## config.mk

```make
export PLATFORM = sky130hd
export DESIGN_NAME = ibex_alu_seq_ctrl_flat
export DESIGN_NICKNAME = d
export VERILOG_FILES = /design/src/rtl/ibex_alu_seq_ctrl.sv /design/src/rtl/ibex_alu_seq_ctrl_if.sv /design/src/flat_wrapper.sv
export SDC_FILE = /design/constraint.sdc
export NUM_CORES = 1
export LEC_CHECK = 0
export CAP_MARGIN = 20
export CORE_AREA = 5 5 90 175
export CTS_CLUSTER_SIZE = 25
export DETAILED_ROUTE_END_ITERATION = 6
export DIE_AREA = 0 0 95 180
export PLACE_DENSITY = 0.8
export SLEW_MARGIN = 20
export SYNTH_ARGS = -nofsm -noshare
export SYNTH_HDL_FRONTEND = slang
export SYNTH_SLANG_ARGS = --single-unit
```

## constraint.sdc

```tcl
create_clock -name clk_i -period 5.5 [get_ports clk_i]
set_clock_uncertainty 0.15 [all_clocks]
set_input_delay 1.1 -clock clk_i [delete_from_list [all_inputs] [get_ports clk_i]]
set_output_delay 1.1 -clock clk_i [all_outputs]
set_load 0.01 [all_outputs]
```

## src/rtl/ibex_alu_seq_ctrl.sv

```systemverilog
// Sequencer in front of the reduced ibex_alu: one op at a time, 1 cycle (illegal), 2 cycles
// (single ALU op) or 3 cycles (rotate) to response; the response is held until resp_ready.
package ibex_pkg;
   typedef enum logic [6:0] {
      ALU_ADD  = 7'd0,
      ALU_SUB  = 7'd1,
      ALU_XOR  = 7'd2,
      ALU_OR   = 7'd3,
      ALU_AND  = 7'd4,
      ALU_SRA  = 7'd8,
      ALU_SRL  = 7'd9,
      ALU_SLL  = 7'd10,
      ALU_SLT  = 7'd11,
      ALU_SLTU = 7'd12
   } alu_op_e;
endpackage

module ibex_alu_seq_ctrl
   import ibex_pkg::*;
#(
   parameter bit RotEn = 1'b1
) (
   input  logic                      clk_i,
   input  logic                      rst_ni,
   input  logic                      flush_i,
   ibex_alu_seq_ctrl_if.slave        bus,
   output alu_op_e                   alu_operator_o,
   output logic [31:0]               alu_operand_a_o,
   output logic [31:0]               alu_operand_b_o,
   output logic                      alu_instr_first_cycle_o,
   output logic                      alu_multdiv_sel_o,
   input  logic [31:0]               alu_result_i
);

   localparam logic [3:0] OpRol = 4'd10;
   localparam logic [3:0] OpRor = 4'd11;

   typedef enum logic [1:0] {IDLE, EXEC1, EXEC2, RESP} state_e;

   state_e      state_q, state_d;
   logic [3:0]  op_q, op_d;
   logic [31:0] a_q, a_d;
   logic [31:0] b_q, b_d;
   logic [31:0] inter_q, inter_d;
   logic [31:0] result_q, result_d;
   logic        err_q, err_d;

   function automatic logic is_rot(input logic [3:0] op);
      return (op == OpRol) || (op == OpRor);
   endfunction

   function automatic logic op_legal(input logic [3:0] op);
      return (op <= 4'd9) || (RotEn && is_rot(op));
   endfunction

   // Rotates start with the shift that moves bits toward their final position.
   function automatic alu_op_e first_op(input logic [3:0] op);
      case (op)
         4'd0:    return ALU_ADD;
         4'd1:    return ALU_SUB;
         4'd2:    return ALU_XOR;
         4'd3:    return ALU_OR;
         4'd4:    return ALU_AND;
         4'd5:    return ALU_SLL;
         4'd6:    return ALU_SRL;
         4'd7:    return ALU_SRA;
         4'd8:    return ALU_SLT;
         4'd9:    return ALU_SLTU;
         OpRol:   return ALU_SLL;
         OpRor:   return ALU_SRL;
         default: return ALU_ADD;
      endcase
   endfunction

   assign bus.req_ready     = (state_q == IDLE);
   assign bus.resp_valid    = (state_q == RESP);
   assign bus.resp_result   = result_q;
   assign bus.resp_err      = err_q;
   assign alu_multdiv_sel_o = 1'b0;

   always_comb begin
      state_d                 = state_q;
      op_d                    = op_q;
      a_d                     = a_q;
      b_d                     = b_q;
      inter_d                 = inter_q;
      result_d                = result_q;
      err_d                   = err_q;
      alu_operator_o          = ALU_ADD;
      alu_operand_a_o         = '0;
      alu_operand_b_o         = '0;
      alu_instr_first_cycle_o = 1'b1;

      case (state_q)
         IDLE: begin
            if (bus.req_valid) begin
               op_d = bus.req_op;
               a_d  = bus.req_a;
               b_d  = bus.req_b;
               if (op_legal(bus.req_op)) begin
                  state_d = EXEC1;
               end else begin
                  result_d = '0;
                  err_d    = 1'b1;
                  state_d  = RESP;
               end
            end
         end
         EXEC1: begin
            alu_operator_o  = first_op(op_q);
            alu_operand_a_o = a_q;
            alu_operand_b_o = b_q;
            if (is_rot(op_q)) begin
               inter_d = alu_result_i;
               state_d = EXEC2;
            end else begin
               result_d = alu_result_i;
               err_d    = 1'b0;
               state_d  = RESP;
            end
         end
         EXEC2: begin
            // Second-cycle shift amount is (32 - b) mod 32 inside the ALU.
            alu_operator_o          = (op_q == OpRol) ? ALU_SRL : ALU_SLL;
            alu_operand_a_o         = a_q;
            alu_operand_b_o         = b_q;
            alu_instr_first_cycle_o = 1'b0;
            result_d                = inter_q | alu_result_i;
            err_d                   = 1'b0;
            state_d                 = RESP;
         end
         RESP: begin
            if (bus.resp_ready) begin
               state_d = IDLE;
            end
         end
         default: state_d = IDLE;
      endcase

      if (flush_i) begin
         state_d  = IDLE;
         op_d     = op_q;
         a_d      = a_q;
         b_d      = b_q;
         inter_d  = inter_q;
         result_d = '0;
         err_d    = 1'b0;
      end
   end

   always_ff @(posedge clk_i or negedge rst_ni) begin
      if (!rst_ni) begin
         state_q  <= IDLE;
         op_q     <= '0;
         a_q      <= '0;
         b_q      <= '0;
         inter_q  <= '0;
         result_q <= '0;
         err_q    <= 1'b0;
      end else begin
         state_q  <= state_d;
         op_q     <= op_d;
         a_q      <= a_d;
         b_q      <= b_d;
         inter_q  <= inter_d;
         result_q <= result_d;
         err_q    <= err_d;
      end
   end

endmodule

```

## src/rtl/ibex_alu_seq_ctrl_if.sv

```systemverilog
// Request/response channel bundle between a requester and ibex_alu_seq_ctrl.
// Both channels use a valid/ready handshake; the requester is the master.
interface ibex_alu_seq_ctrl_if;
   logic        req_valid;
   logic        req_ready;
   logic [3:0]  req_op;
   logic [31:0] req_a;
   logic [31:0] req_b;
   logic        resp_valid;
   logic        resp_ready;
   logic [31:0] resp_result;
   logic        resp_err;

   modport master (
      output req_valid, req_op, req_a, req_b, resp_ready,
      input  req_ready, resp_valid, resp_result, resp_err
   );

   modport slave (
      input  req_valid, req_op, req_a, req_b, resp_ready,
      output req_ready, resp_valid, resp_result, resp_err
   );
endinterface

```

## src/flat_wrapper.sv

```systemverilog
// flat-port wrapper written by rule: the top's interface ports become plain ports
module ibex_alu_seq_ctrl_flat import ibex_pkg::*;
#(
   parameter bit RotEn = 1'b1
)
  (clk_i, rst_ni, flush_i, alu_operator_o, alu_operand_a_o, alu_operand_b_o, alu_instr_first_cycle_o, alu_multdiv_sel_o, alu_result_i, bus_req_valid, bus_req_op, bus_req_a, bus_req_b, bus_resp_ready, bus_req_ready, bus_resp_valid, bus_resp_result, bus_resp_err);
  ibex_alu_seq_ctrl_if bus_i ();
  input  logic clk_i;
  input  logic rst_ni;
  input  logic flush_i;
  output alu_op_e alu_operator_o;
  output logic [31:0] alu_operand_a_o;
  output logic [31:0] alu_operand_b_o;
  output logic alu_instr_first_cycle_o;
  output logic alu_multdiv_sel_o;
  input  logic [31:0] alu_result_i;
  input wire logic [$bits(bus_i.req_valid)-1:0] bus_req_valid;
  input wire logic [$bits(bus_i.req_op)-1:0] bus_req_op;
  input wire logic [$bits(bus_i.req_a)-1:0] bus_req_a;
  input wire logic [$bits(bus_i.req_b)-1:0] bus_req_b;
  input wire logic [$bits(bus_i.resp_ready)-1:0] bus_resp_ready;
  output wire logic [$bits(bus_i.req_ready)-1:0] bus_req_ready;
  output wire logic [$bits(bus_i.resp_valid)-1:0] bus_resp_valid;
  output wire logic [$bits(bus_i.resp_result)-1:0] bus_resp_result;
  output wire logic [$bits(bus_i.resp_err)-1:0] bus_resp_err;
  assign bus_i.req_valid = bus_req_valid;
  assign bus_i.req_op = bus_req_op;
  assign bus_i.req_a = bus_req_a;
  assign bus_i.req_b = bus_req_b;
  assign bus_i.resp_ready = bus_resp_ready;
  assign bus_req_ready = bus_i.req_ready;
  assign bus_resp_valid = bus_i.resp_valid;
  assign bus_resp_result = bus_i.resp_result;
  assign bus_resp_err = bus_i.resp_err;
  ibex_alu_seq_ctrl #(.RotEn(RotEn)) u_core (.clk_i(clk_i), .rst_ni(rst_ni), .flush_i(flush_i), .bus(bus_i), .alu_operator_o(alu_operator_o), .alu_operand_a_o(alu_operand_a_o), .alu_operand_b_o(alu_operand_b_o), .alu_instr_first_cycle_o(alu_instr_first_cycle_o), .alu_multdiv_sel_o(alu_multdiv_sel_o), .alu_result_i(alu_result_i));
endmodule
```

== Word level (Yosys, flattened, before mapping) ==
Memories as Yosys holds them, arrays and structs flattened.
Index checks and enable logic that the tools add are counted.
Storage, ports and cells
  memory bits (read-only): 64
  memories: 1
  register bits after elaboration: 135
  input port bits: 105
Memory list
  (name not given): words 16, bits a word 4, rd ports 1, clocked after memory_dff 0, write ports 0, line ibex_alu_seq_ctrl.sv:58  | case (op)
Operators by class
  order comparisons: 1
  multiplexer cells: 21
  reductions and logical operators: 10
  bitwise gates (word level): 2
  equality and inequality tests: 11
Operators with widths (count)
  $mux W32: 6
  $pmux W32 S3: 1
  $or A32 B32 Y32: 1
  $eq A4 B4 Y1 const B: 4
  $pmux W7 S2: 1
  $ne A3 B3 Y1 const B: 4
  $mux W2: 5
  $pmux W2 S4: 1
  $mux W1: 6
  $reduce_and A3 Y1: 2
  $eq A2 B2 Y1 const B: 2
  $le A4 B4 Y1 const B: 1
  $reduce_and A4 Y1: 1
  $reduce_bool A4 Y1: 1
  $logic_or A1 B1 Y1: 3
  $pmux W1 S3: 1
  $eq A2 B1 Y1 const B: 1
  $logic_not A2 Y1: 1
  $reduce_and A2 Y1: 1
  $reduce_or A2 Y1: 1
  $not A1 Y1: 1

== Logic depth before layout (Yosys ltp) ==
Gate-level depths: netlist of run 1.
  word-level depth: 7
  gate-level depth with buffers: 10

== Least setup slack after synthesis of run 1 ==
No wires, ideal clock.
  kind: flip-flop to output port
  from: register u_core.state_q[0]
  to: output port alu_operator_o[3]
  path buffers: 2
  arrival: 1628 ps
  stages on the path, launching flop included: 7
  setup slack: 2622 ps
  path through: dfrtp_1 > inv_1 > ha_1 > clkbuf_1 > clkbuf_1 > inv_1 > a21boi_0
Between the ends
  longest elaborated chain between the ends: 2
  elaborated cells on any way between the ends: 3
Ends and longest elaborated chain
  start: declaration: line ibex_alu_seq_ctrl.sv:40  | state_e state_q, state_d;
  start signal: assignment: line ibex_alu_seq_ctrl.sv:161  | state_q <= state_d;
  $eq A2 B2 Y1 or $eq A2 B1 Y1 (tied branches): line ibex_alu_seq_ctrl.sv:94  | case (state_q)
  $pmux W7 S2 (*): line ibex_alu_seq_ctrl.sv:94
  end: declaration: line flat_wrapper.sv:11  | output alu_op_e alu_operator_o;
Mark *: on every way between the ends. The rest lies on a longest branch, timed or not.

== Final worst setup path of run 1 ==
  from: register u_core.state_q[0]
  to: output port alu_operand_b_o[10]
Between the ends
  longest elaborated chain between the ends: 3
  elaborated cells on any way between the ends: 4
Ends and longest elaborated chain
  $eq A2 B2 Y1 or $eq A2 B1 Y1 (tied branches): line ibex_alu_seq_ctrl.sv:94
  $reduce_or A2 Y1 (no source line) (*)
  $mux W32 (*): line ibex_alu_seq_ctrl.sv:94
  end: declaration: line flat_wrapper.sv:13  | output logic [31:0] alu_operand_b_o;
Marked as above.

==> results of run 1 <==
-- cells by family (layout without fill, tap and decap cells) --
kind of cell / count (synthesis) / in the layout
flops: 135 / 135
simple gates: 85 / 85
buf+inv: 49 / 252
mux: 101 / 101
other cells: 1 / 5
compound gates: 115 / 115
fa+ha+maj: 10 / 10
-- layout make-up --
| cell class | count | area (um^2) | area share |
|---|---|---|---|
| multi-input combinational | 315 | 2640 | 0.294 |
| clock buffer | 19 | 453 | 0.0505 |
| tap | 192 | 240 | 0.0268 |
| inverter | 7 | 26.3 | 0.00293 |
| clock inverter | 13 | 111 | 0.0124 |
| sequential | 135 | 3380 | 0.376 |
| timing repair buffer | 213 | 2120 | 0.236 |
| antenna | 1 | 2.50 | 0.000279 |
-- sequential cells by signal, summed over array words and instances (netlist names) --
register                count
u_core.bus.resp_result     32
u_core.state_q              2
u_core.inter_q             32
u_core.op_q                 4
u_core.b_q                 32
u_core.a_q                 32
u_core.bus.resp_err         1
-- critical path, delay by kind of cell (launching register included) --
| family | cells | cell delay [ns] |
|---|---|---|
| buf+inv | 3 | 1.13 |
| flops | 1 | 0.43 |
| fa+ha+maj | 1 | 0.36 |
| simple gates | 1 | 0.23 |
-- Yosys cell counts (all sizes together) (3+ instances only) --
master and number:
dfrtp 135, mux2 100, and2 64, a21oi 36, o21ai 36, o31ai 34
buf 23, clkbuf 19, ha 10, inv 7, nand2 4, nand2b 4
nand3 3, nor2 3
-- per-stage QoR --
stage               area [um^2]  power (uW)
floorplan                  6280        2760
CTS                        8970        4870
global route               8970        5110
detailed placement         8410        3770
finish                     8970        4800
global placement           8410        3690
-- layer usage --
metal  part of all wire  wire (um)  track usage  vias to the layer above
met3              0.075       1180       0.0653                       20
li1                   -          -            -                     2122
met4              0.019        301       0.0671                        0
met1               0.37       5750        0.211                     2234
met2               0.54       8490        0.335                      156
met5                  0          0            0                        -
-- where the power goes --
group          switching (uW)  leakage [uW]  total (uW)  internal, uW
sequential                217       0.00170        1620          1410
combinational             938       0.00183        2110          1170
clock                     456      0.000266        1070           613
-- worst max path at each step --
stage,end,slack [ns],from,cells past startpoint
final,alu_operand_b_o[10],1.66,u_core.state_q[0],5
after global routing,alu_operand_b_o[10],1.43,u_core.state_q[0],5
after CTS,alu_operand_a_o[6],1.61,u_core.state_q[0],5
after detailed placement,u_core.bus.resp_result[18],1.54,flush_i,6
after global placement,u_core.bus.resp_result[18],1.67,flush_i,6
after floorplan,alu_operator_o[3],2.62,u_core.state_q[0],6
==> results.rst, run 1 <==
.. list-table::
   :header-rows: 1

   * - Metric
     - Value
   * - Reg-to-reg startpoint
     - u_core.state_q[0]
   * - Number of buffers inserted during clock tree synthesis
     - 17
   * - Fmax
     - 260 MHz
   * - Initial DRC Count
     - 120
   * - Syn_area_per_cell
     - 12.6 um^2
   * - Static leakage
     - 0.00380 uW
   * - Hold Path End
     - u_core.inter_q[11]
   * - Number of global-route vias before repair
     - 5125
   * - Power per Cell Area
     - 535 nW/um^2
   * - Status
     - finished, final reports clean
   * - Maximum net fanout on the critical path
     - 68
   * - Clock sink count
     - 135
   * - Multiplexer share of the synthesized area
     - 0.181
   * - Total setup buffers inserted after CTS
     - 0
   * - Predominant post-synthesis flop cell
     - sky130_fd_sc_hd__dfrtp_1
   * - Area of the mapped netlist
     - 6260 um^2
   * - Filler Cells Inserted
     - 1138
   * - Layout net count
     - 804
   * - Total via count after detailed routing
     - 4532
   * - Buffers on Ports
     - 208
   * - HPWL Detailed
     - 11400 um
   * - XOR/XNOR Fraction of Synth Area
     - 0
   * - Core Util, Final
     - 0.629
   * - Worst slew margin relative to its limit
     - 0.358
   * - Worst path setup slack after routing
     - 1.66 ns
   * - Starting Density
     - 0.439
   * - Reg clk slew, reported paths
     - 0.06 ns
   * - CTS-repair resized insts
     - 0
   * - Count of final hold-check violations
     - 0
   * - Number of cells traversed by the worst register-to-register path
     - 7
   * - Critical Path Max Stage Delay
     - 0.55 ns
   * - Capture point of the worst reg-to-reg path
     - u_core.bus.resp_result[20]
   * - Ports placed on the boundary
     - 213
   * - Die Span X
     - 95 um
   * - Cell variety after synth
     - 35
   * - Global-route wire length before repair
     - 25900 um
   * - Count of synthesis-stage warnings from yosys
     - 0
   * - Final Cycle Share
     - 0.698
   * - CTS tree
     - done
   * - Slowest cell on the critical path
     - sky130_fd_sc_hd__clkdlybuf4s50_1
   * - Type of the worst min-delay path
     - reg -> reg
   * - Gpl congestion
     - 0.727
   * - Number of flip-flops and latches in the synthesized netlist
     - 135
   * - Clk Latency, worst-skew pair
     - 0.40 ns
   * - Ordered cell list for the critical path
     - inv_1 > ha_1 > buf_4 > and2_1 > clkdlybuf4s50_1
   * - Cell count of the worst hold path
     - 1
   * - Ys async rst share
     - 1.00
   * - Required arrival time at the worst endpoint
     - 4.25 ns
   * - Critical hold path startpoint
     - u_core.inter_q[11]
   * - Detail Route Antenna Nets
     - 0
   * - Overall track demand over capacity in global routing
     - 0.191
   * - Fraction of the yosys area taken by sequential cells
     - 0.539
   * - Unrepaired setup endpoints after global routing
     - false
   * - Synth top area share
     - 0.539
   * - Sum of overflow across all layers after global routing
     - 0
   * - Slew Limit Fails
     - 0
   * - Syn-to-layout area delta
     - 43.3%
   * - Leading cell types by total area after synthesis
     - sky130_fd_sc_hd__dfrtp_1 (54%), sky130_fd_sc_hd__mux2_2 (13%), sky130_fd_sc_hd__and2_1 (6.4%)
   * - Length of the first detailed-routing pass in iterations
     - 4
   * - Pre-CTS WS
     - 1.54 ns
   * - Die height
     - 180 um
   * - Detail-routed via count per cell
     - 5.06
   * - Endpoint class of the critical path
     - output port
   * - Largest net degree at the start of global routing
     - 89
   * - Gate count of the mapped netlist
     - 496
   * - Routed WL
     - 15700 um
   * - Total number of H-tree levels
     - 4
   * - CTS Buffer Depth
     - 2
   * - Hold buffers post-CTS
     - 0
   * - Setup TNS after final layout
     - 0 ns
   * - Fraction of layout cells with a size suffix above 1
     - 0.207
   * - Master cell of the clock root buffer
     - sky130_fd_sc_hd__clkbuf_16
   * - Arrival @ worst endpoint
     - 2.59 ns
   * - Post-DR wirelength/cell
     - 17.6 um
   * - Final routed DRC violation total
     - 0
   * - EDFF count, synth
     - 0
   * - Post-Synth Simple-Gate Area
     - 0.0827
   * - Final worst hold slack
     - 0.336 ns
   * - Area of the die
     - 17100 um^2
   * - R2R setup slack
     - 2.38 ns
   * - Compound-gate portion of the synthesized area
     - 0.133
   * - Number of placed instances with taps included
     - 862
   * - Startpoint class of the critical path
     - register
   * - Area of the core region
     - 14300 um^2
   * - Fin cells
     - 895
   * - Worst Path Class, Setup
     - reg -> out
   * - Worst-Margin Slew
     - 0.963 ns
   * - Minimum clock period
     - 3.84 ns
   * - Initial antenna violation count
     - 1
   * - Commonest non-fill, non-tap cells in the layout
     - sky130_fd_sc_hd__clkdlybuf4s50_1 (207), sky130_fd_sc_hd__dfrtp_1 (135), sky130_fd_sc_hd__mux2_2 (73), sky130_fd_sc_hd__and2_1 (64)
   * - Leading cell type in the layout, fill and taps excluded
     - sky130_fd_sc_hd__clkdlybuf4s50_1
   * - Count of max-cap constraint violations
     - 0
   * - Setup Viol. Count Final
     - 0
   * - Largest voltage drop on the vdd net
     - 0.288 mV
   * - Combinational family with the most area after synthesis
     - multiplexers
   * - Row count
     - 62
   * - Adder-cell area share of the yosys netlist
     - 0.0200
   * - Dominant cell type by area after synthesis
     - sky130_fd_sc_hd__dfrtp_1
Note: power is estimated with default switching activity, not from simulation.
==> run 2: changes to the inputs <==
==> constraint.sdc (replaced) <==
create_clock -name clk_i -period 4 [get_ports clk_i]
set_clock_uncertainty 0.15 [all_clocks]
set_input_delay 0.8 -clock clk_i [delete_from_list [all_inputs] [get_ports clk_i]]
set_output_delay 0.8 -clock clk_i [all_outputs]
set_load 0.01 [all_outputs]
==> run 2 against run 1 <==
- global-route usage is 0.85 points higher
- combinational power rose by 39%
- cell count grew 0.11%
- via count up 1.5%
- clock power increased by 54%
- non-clock buffer count grew 3
- critical path type unchanged
- die area is the same
- largest cell class unchanged
- sequential share of layout area down 0.32 points
==> results.rst, run 2 (same netlist as run 1, synthesis figures left out) <==
.. list-table::
   :header-rows: 1

   * - Metric
     - Value
   * - Worst-Margin Slew
     - 0.945 ns
   * - Maximum net fanout on the critical path
     - 64
   * - Routed WL
     - 16500 um
   * - Hold buffers post-CTS
     - 0
   * - Fmax
     - 277 MHz
   * - Count of final hold-check violations
     - 0
   * - Final Cycle Share
     - 0.902
   * - Area of the core region
     - 14300 um^2
   * - Largest net degree at the start of global routing
     - 73
   * - Clk Latency, worst-skew pair
     - 0.41 ns
   * - Total via count after detailed routing
     - 4598
   * - Initial antenna violation count
     - 0
   * - Antenna Diode Count
     - 0
   * - Commonest non-fill, non-tap cells in the layout
     - sky130_fd_sc_hd__clkdlybuf4s50_1 (207), sky130_fd_sc_hd__dfrtp_1 (135), sky130_fd_sc_hd__mux2_2 (73), sky130_fd_sc_hd__and2_1 (64)
   * - Die Span X
     - 95 um
   * - Minimum clock period
     - 3.61 ns
   * - Arrival @ worst endpoint
     - 2.66 ns
   * - Detail-routed via count per cell
     - 5.13
   * - Overall track demand over capacity in global routing
     - 0.200
   * - Master cell of the clock root buffer
     - sky130_fd_sc_hd__clkbuf_16
   * - Number of global-route vias before repair
     - 5260
   * - Type of the worst min-delay path
     - in -> async
   * - Startpoint class of the critical path
     - register
   * - Total number of H-tree levels
     - 4
   * - Worst Path Class, Setup
     - reg -> out
   * - CTS Buffer Depth
     - 2
   * - CTS tree
     - done
   * - Setup Viol. Count Final
     - 0
   * - Worst slew margin relative to its limit
     - 0.370
   * - Fraction of layout cells with a size suffix above 1
     - 0.207
   * - Syn-to-layout area delta
     - 44.5%
   * - Leading cell type in the layout, fill and taps excluded
     - sky130_fd_sc_hd__clkdlybuf4s50_1
   * - HPWL Detailed
     - 12200 um
   * - Sum of overflow across all layers after global routing
     - 0
   * - Length of the first detailed-routing pass in iterations
     - 4
   * - Endpoint class of the critical path
     - output port
   * - Global-route wire length before repair
     - 26500 um
   * - Number of placed instances with taps included
     - 865
   * - Buffers on Ports
     - 208
   * - Fin cells
     - 896
   * - Combinational Power Share
     - 0.429
   * - Number of buffers inserted during clock tree synthesis
     - 17
   * - Static leakage
     - 0.00385 uW
   * - Fraction of power spent switching nets
     - 0.323
   * - Post-DR wirelength/cell
     - 18.4 um
   * - Die height
     - 180 um
   * - Power per Cell Area
     - 754 nW/um^2
   * - Layout net count
     - 807
   * - Unrepaired setup endpoints after global routing
     - false
   * - Total net switching power
     - 2210 uW
   * - Total setup buffers inserted after CTS
     - 0
   * - Final routed DRC violation total
     - 0
   * - Clock group share of total power
     - 0.241
   * - Starting Density
     - 0.439
   * - Clock sink count
     - 135
   * - Initial DRC Count
     - 80
   * - Detail Route Antenna Nets
     - 0
   * - Total power
     - 6820 uW
   * - Ports placed on the boundary
     - 213
   * - Largest voltage drop on the vdd net
     - 0.442 mV
   * - Cell internal power dissipation
     - 4620 uW
   * - Filler Cells Inserted
     - 1130
   * - Required arrival time at the worst endpoint
     - 3.05 ns
   * - Area of the die
     - 17100 um^2
   * - Count of max-cap constraint violations
     - 0
   * - Row count
     - 62
   * - Status
     - finished, final reports clean
   * - CTS-repair resized insts
     - 0
   * - Slew Limit Fails
     - 0
   * - Setup TNS after final layout
     - 0 ns
   * - Reg clk slew, reported paths
     - 0.06 ns
   * - Gpl congestion
     - 0.760
   * - Sequential cell fraction of total power
     - 0.330
run 2: metal layers:
layer	track usage	up-vias	wire, um
li1	-	2123	-
met1	0.207	2285	5840
met2	0.359	158	9010
met3	0.0669	32	1220
met4	0.0804	0	441
met5	0	-	0
run 2: critical path: stages, from the launching register on:
cell and delay (ns):
sky130_fd_sc_hd__dfrtp_1 0.43, sky130_fd_sc_hd__inv_1 0.12, sky130_fd_sc_hd__ha_1 0.45, sky130_fd_sc_hd__buf_4 0.46
sky130_fd_sc_hd__and2_1 0.21, sky130_fd_sc_hd__clkdlybuf4s50_1 0.56
run 2: power groups by stage:
stage	combinational, uW	clock [uW]	sequential [uW]
CTS	2980	1680	2250
floorplan	1620	0	2170
global placement	2860	0	2220
finish	2930	1650	2250
detailed placement	2960	0	2270
global route	3180	1740	2320
run 2: metrics by stage:
stage	setup WS, ns	area (um^2)	hold slack (ns)	util
floorplan	1.42	6280	0.308	-
global placement	0.789	8430	0.317	0.591
detailed placement	0.775	8430	0.325	0.591
CTS	0.357	9050	0.254	0.634
global route	0.209	9050	0.283	0.634
finish	0.394	9050	0.230	0.634
run 2: cell type report:
cell class	count	area [um^2]	area share
well taps	192	240	0.0265
multi-input cells	315	2640	0.292
clock inverters	12	178	0.0196
inverters	7	26.3	0.00290
repair buffers	216	2140	0.237
flip-flops and latches	135	3380	0.373
clock buffers	19	443	0.0489
run 2: final timing paths:
| check | from | endpoint | cells past startpoint | slack [ns] |
|---|---|---|---|---|
| min in group clk_i | u_core.inter_q[19] | u_core.inter_q[19] | 1 | 0.34 |
| hold reg to reg | u_core.inter_q[19] | u_core.inter_q[19] | 1 | 0.34 |
| max in group asynchronous | rst_ni | u_core.inter_q[15] | 2 | 2.56 |
| setup reg to reg | u_core.state_q[0] | u_core.bus.resp_result[20] | 7 | 1.25 |
| setup / recovery | u_core.state_q[0] | alu_operand_a_o[31] | 5 | 0.39 |
| hold / removal | rst_ni | u_core.a_q[29] | 1 | 0.23 |
==> run 3: changes to the inputs <==
--- a/config.mk
+++ b/config.mk
@@ -6,11 +6,11 @@
 export NUM_CORES = 1
 export LEC_CHECK = 0
 export CAP_MARGIN = 20
-export CORE_AREA = 5 5 90 175
+export CORE_AREA = 5 5 89 174
 export CTS_CLUSTER_SIZE = 25
 export DETAILED_ROUTE_END_ITERATION = 6
-export DIE_AREA = 0 0 95 180
-export PLACE_DENSITY = 0.8
+export DIE_AREA = 0 0 94 179
+export PLACE_DENSITY = 0.81
 export SLEW_MARGIN = 20
 export SYNTH_ARGS = -nofsm -noshare
 export SYNTH_HDL_FRONTEND = slang
==> run 3 against run 2 <==
- setup slack better by 0.14 ns
- clock power about the same
- hold slack better by 0.077 ns
- fmax up 4.2%
- count of clock-buffer cells in the layout unchanged
- flip-flop and latch count unchanged
- routed wire length down 1.3%
- power down 0.11%
==> results.rst, run 3 (same netlist as run 1, synthesis figures left out) <==
.. list-table::
   :header-rows: 1

   * - Metric
     - Value
   * - Master cell of the clock root buffer
     - sky130_fd_sc_hd__clkbuf_16
   * - Maximum net fanout on the critical path
     - 35
   * - Required arrival time at the worst endpoint
     - 3.05 ns
   * - Ordered cell list for the critical path
     - inv_1 > ha_1 > buf_4 > inv_1 > a21boi_0 > clkdlybuf4s50_1
   * - Slew Limit Fails
     - 0
   * - Worst-Margin Slew
     - 0.941 ns
   * - Initial antenna violation count
     - 0
   * - Number of cells traversed by the worst register-to-register path
     - 7
   * - Buffers on Ports
     - 208
   * - Startpoint class of the critical path
     - register
   * - Layout net count
     - 808
   * - Sequential cell fraction of total power
     - 0.331
   * - Gpl congestion
     - 0.820
   * - Pre-CTS WS
     - 0.835 ns
   * - Fraction of layout cells with a size suffix above 1
     - 0.209
   * - Global-route wire length before repair
     - 26500 um
   * - Count of final hold-check violations
     - 0
   * - Filler Cells Inserted
     - 1118
   * - Total net switching power
     - 2190 uW
   * - Detail-routed via count per cell
     - 5.07
   * - Area used by multi-input combinational logic
     - 2640 um^2
   * - Die Span X
     - 94 um
   * - R2R setup slack
     - 1.28 ns
   * - Fmax
     - 289 MHz
   * - Clock group share of total power
     - 0.240
   * - Endpoint class of the critical path
     - output port
   * - Total via count after detailed routing
     - 4536
   * - Commonest non-fill, non-tap cells in the layout
     - sky130_fd_sc_hd__clkdlybuf4s50_1 (207), sky130_fd_sc_hd__dfrtp_1 (135), sky130_fd_sc_hd__mux2_2 (73), sky130_fd_sc_hd__and2_1 (64)
   * - Final Cycle Share
     - 0.865
   * - Clk Latency, worst-skew pair
     - 0.40 ns
   * - Final routed DRC violation total
     - 0
   * - HPWL Detailed
     - 11900 um
   * - Starting Density
     - 0.451
   * - Antenna Diode Count
     - 0
   * - Total number of H-tree levels
     - 4
   * - Setup Viol. Count Final
     - 0
   * - Combinational Power Share
     - 0.429
   * - Static leakage
     - 0.00385 uW
   * - Syn-to-layout area delta
     - 44.5%
   * - Count of max-cap constraint violations
     - 0
   * - Die height
     - 179 um
   * - Length of the first detailed-routing pass in iterations
     - 4
   * - Initial DRC Count
     - 74
   * - Largest net degree at the start of global routing
     - 95
   * - Number of global-route vias before repair
     - 5194
   * - Critical Path Max Stage Delay
     - 0.60 ns
   * - Setup TNS after final layout
     - 0 ns
   * - Overall track demand over capacity in global routing
     - 0.203
   * - CTS Buffer Depth
     - 2
   * - Detail Route Antenna Nets
     - 0
   * - Clock sink count
     - 135
   * - Fraction of power spent switching nets
     - 0.321
   * - Cell internal power dissipation
     - 4630 uW
   * - Area of the core region
     - 13900 um^2
   * - Sum of overflow across all layers after global routing
     - 0
   * - Total power
     - 6820 uW
   * - Hold buffers post-CTS
     - 0
   * - Minimum clock period
     - 3.46 ns
   * - Leading cell type in the layout, fill and taps excluded
     - sky130_fd_sc_hd__clkdlybuf4s50_1
   * - Reg clk slew, reported paths
     - 0.06 ns
   * - Worst path most repeated cell
     - sky130_fd_sc_hd__inv_1
   * - Number of buffers inserted during clock tree synthesis
     - 17
   * - Reg-to-reg startpoint
     - u_core.state_q[0]
   * - Slowest cell on the critical path
     - sky130_fd_sc_hd__clkdlybuf4s50_1
   * - CTS tree
     - done
   * - Type of the worst min-delay path
     - in -> async
   * - Area used by sequential logic in the layout
     - 3380 um^2
   * - Area of the die
     - 16800 um^2
   * - Worst path setup slack after routing
     - 0.538 ns
   * - Status
     - finished, final reports clean
   * - Unrepaired setup endpoints after global routing
     - false
   * - Arrival @ worst endpoint
     - 2.51 ns
   * - Largest voltage drop on the vdd net
     - 0.482 mV
   * - Routed WL
     - 16300 um
   * - Row count
     - 61
   * - Worst Path Class, Setup
     - reg -> out
   * - Ports placed on the boundary
     - 213
   * - Fin cells
     - 894
   * - Total setup buffers inserted after CTS
     - 0
   * - CTS-repair resized insts
     - 0
   * - Number of placed instances with taps included
     - 863
   * - Power per Cell Area
     - 753 nW/um^2
   * - Capture point of the worst reg-to-reg path
     - u_core.bus.resp_result[25]
   * - Post-DR wirelength/cell
     - 18.2 um
   * - Worst slew margin relative to its limit
     - 0.372
run 3: changes by cell type in the layout (fill, tap and decap cells not counted), sizes merged:
cell / change
inv: +1
clkinv: -2
clkinvlp: +1
buf: +1
run 3: critical path: cells and delay by family (launching register included):
family	cells	cell delay (ns)
AO/OA/AOI/OAI	1	0.18
adder cells (fa/ha/maj)	1	0.21
buffers and inverters	4	1.28
flip-flops	1	0.43
run 3: power by group through the flow:
stage	registers [uW]	logic, uW	clock network [uW]
floorplan	2170	1620	0
finish	2250	2920	1640
global route	2330	3190	1730
detailed placement	2280	2950	0
CTS	2260	2980	1670
global placement	2240	2870	0
run 3: metal layers:
metal,vias to the layer above,routed length [um],GRT usage
li1,2123,-,-
met1,2223,5870,0.219
met2,166,8840,0.359
met3,24,1190,0.0701
met4,0,404,0.0766
met5,-,0,0
run 3: worst max-delay path by stage:
stage / endpoint / from / depth (start not counted)
floorplan: alu_operator_o[3] / u_core.state_q[0] / 6
global placement: u_core.bus.resp_result[18] / flush_i / 6
detailed placement: u_core.bus.resp_result[6] / flush_i / 6
CTS: alu_operator_o[3] / u_core.state_q[0] / 6
global route: alu_operand_b_o[4] / u_core.state_q[1] / 5
finish: alu_operator_o[3] / u_core.state_q[0] / 6
run 3: per-stage QoR:
stage,util,hold WS [ns],instance area (um^2)
CTS,0.652,0.338,9050
global placement,0.607,0.317,8430
detailed placement,0.607,0.325,8430
floorplan,-,0.308,6280
finish,0.652,0.307,9050
global route,0.652,0.347,9050
run 3: final cells by class:
class,instances,area share
inverter,7,0.00290
clock buffer,19,0.0489
timing repair buffer,217,0.238
tap,189,0.0261
sequential,135,0.373
clock inverter,12,0.0195
multi-input combinational,315,0.292
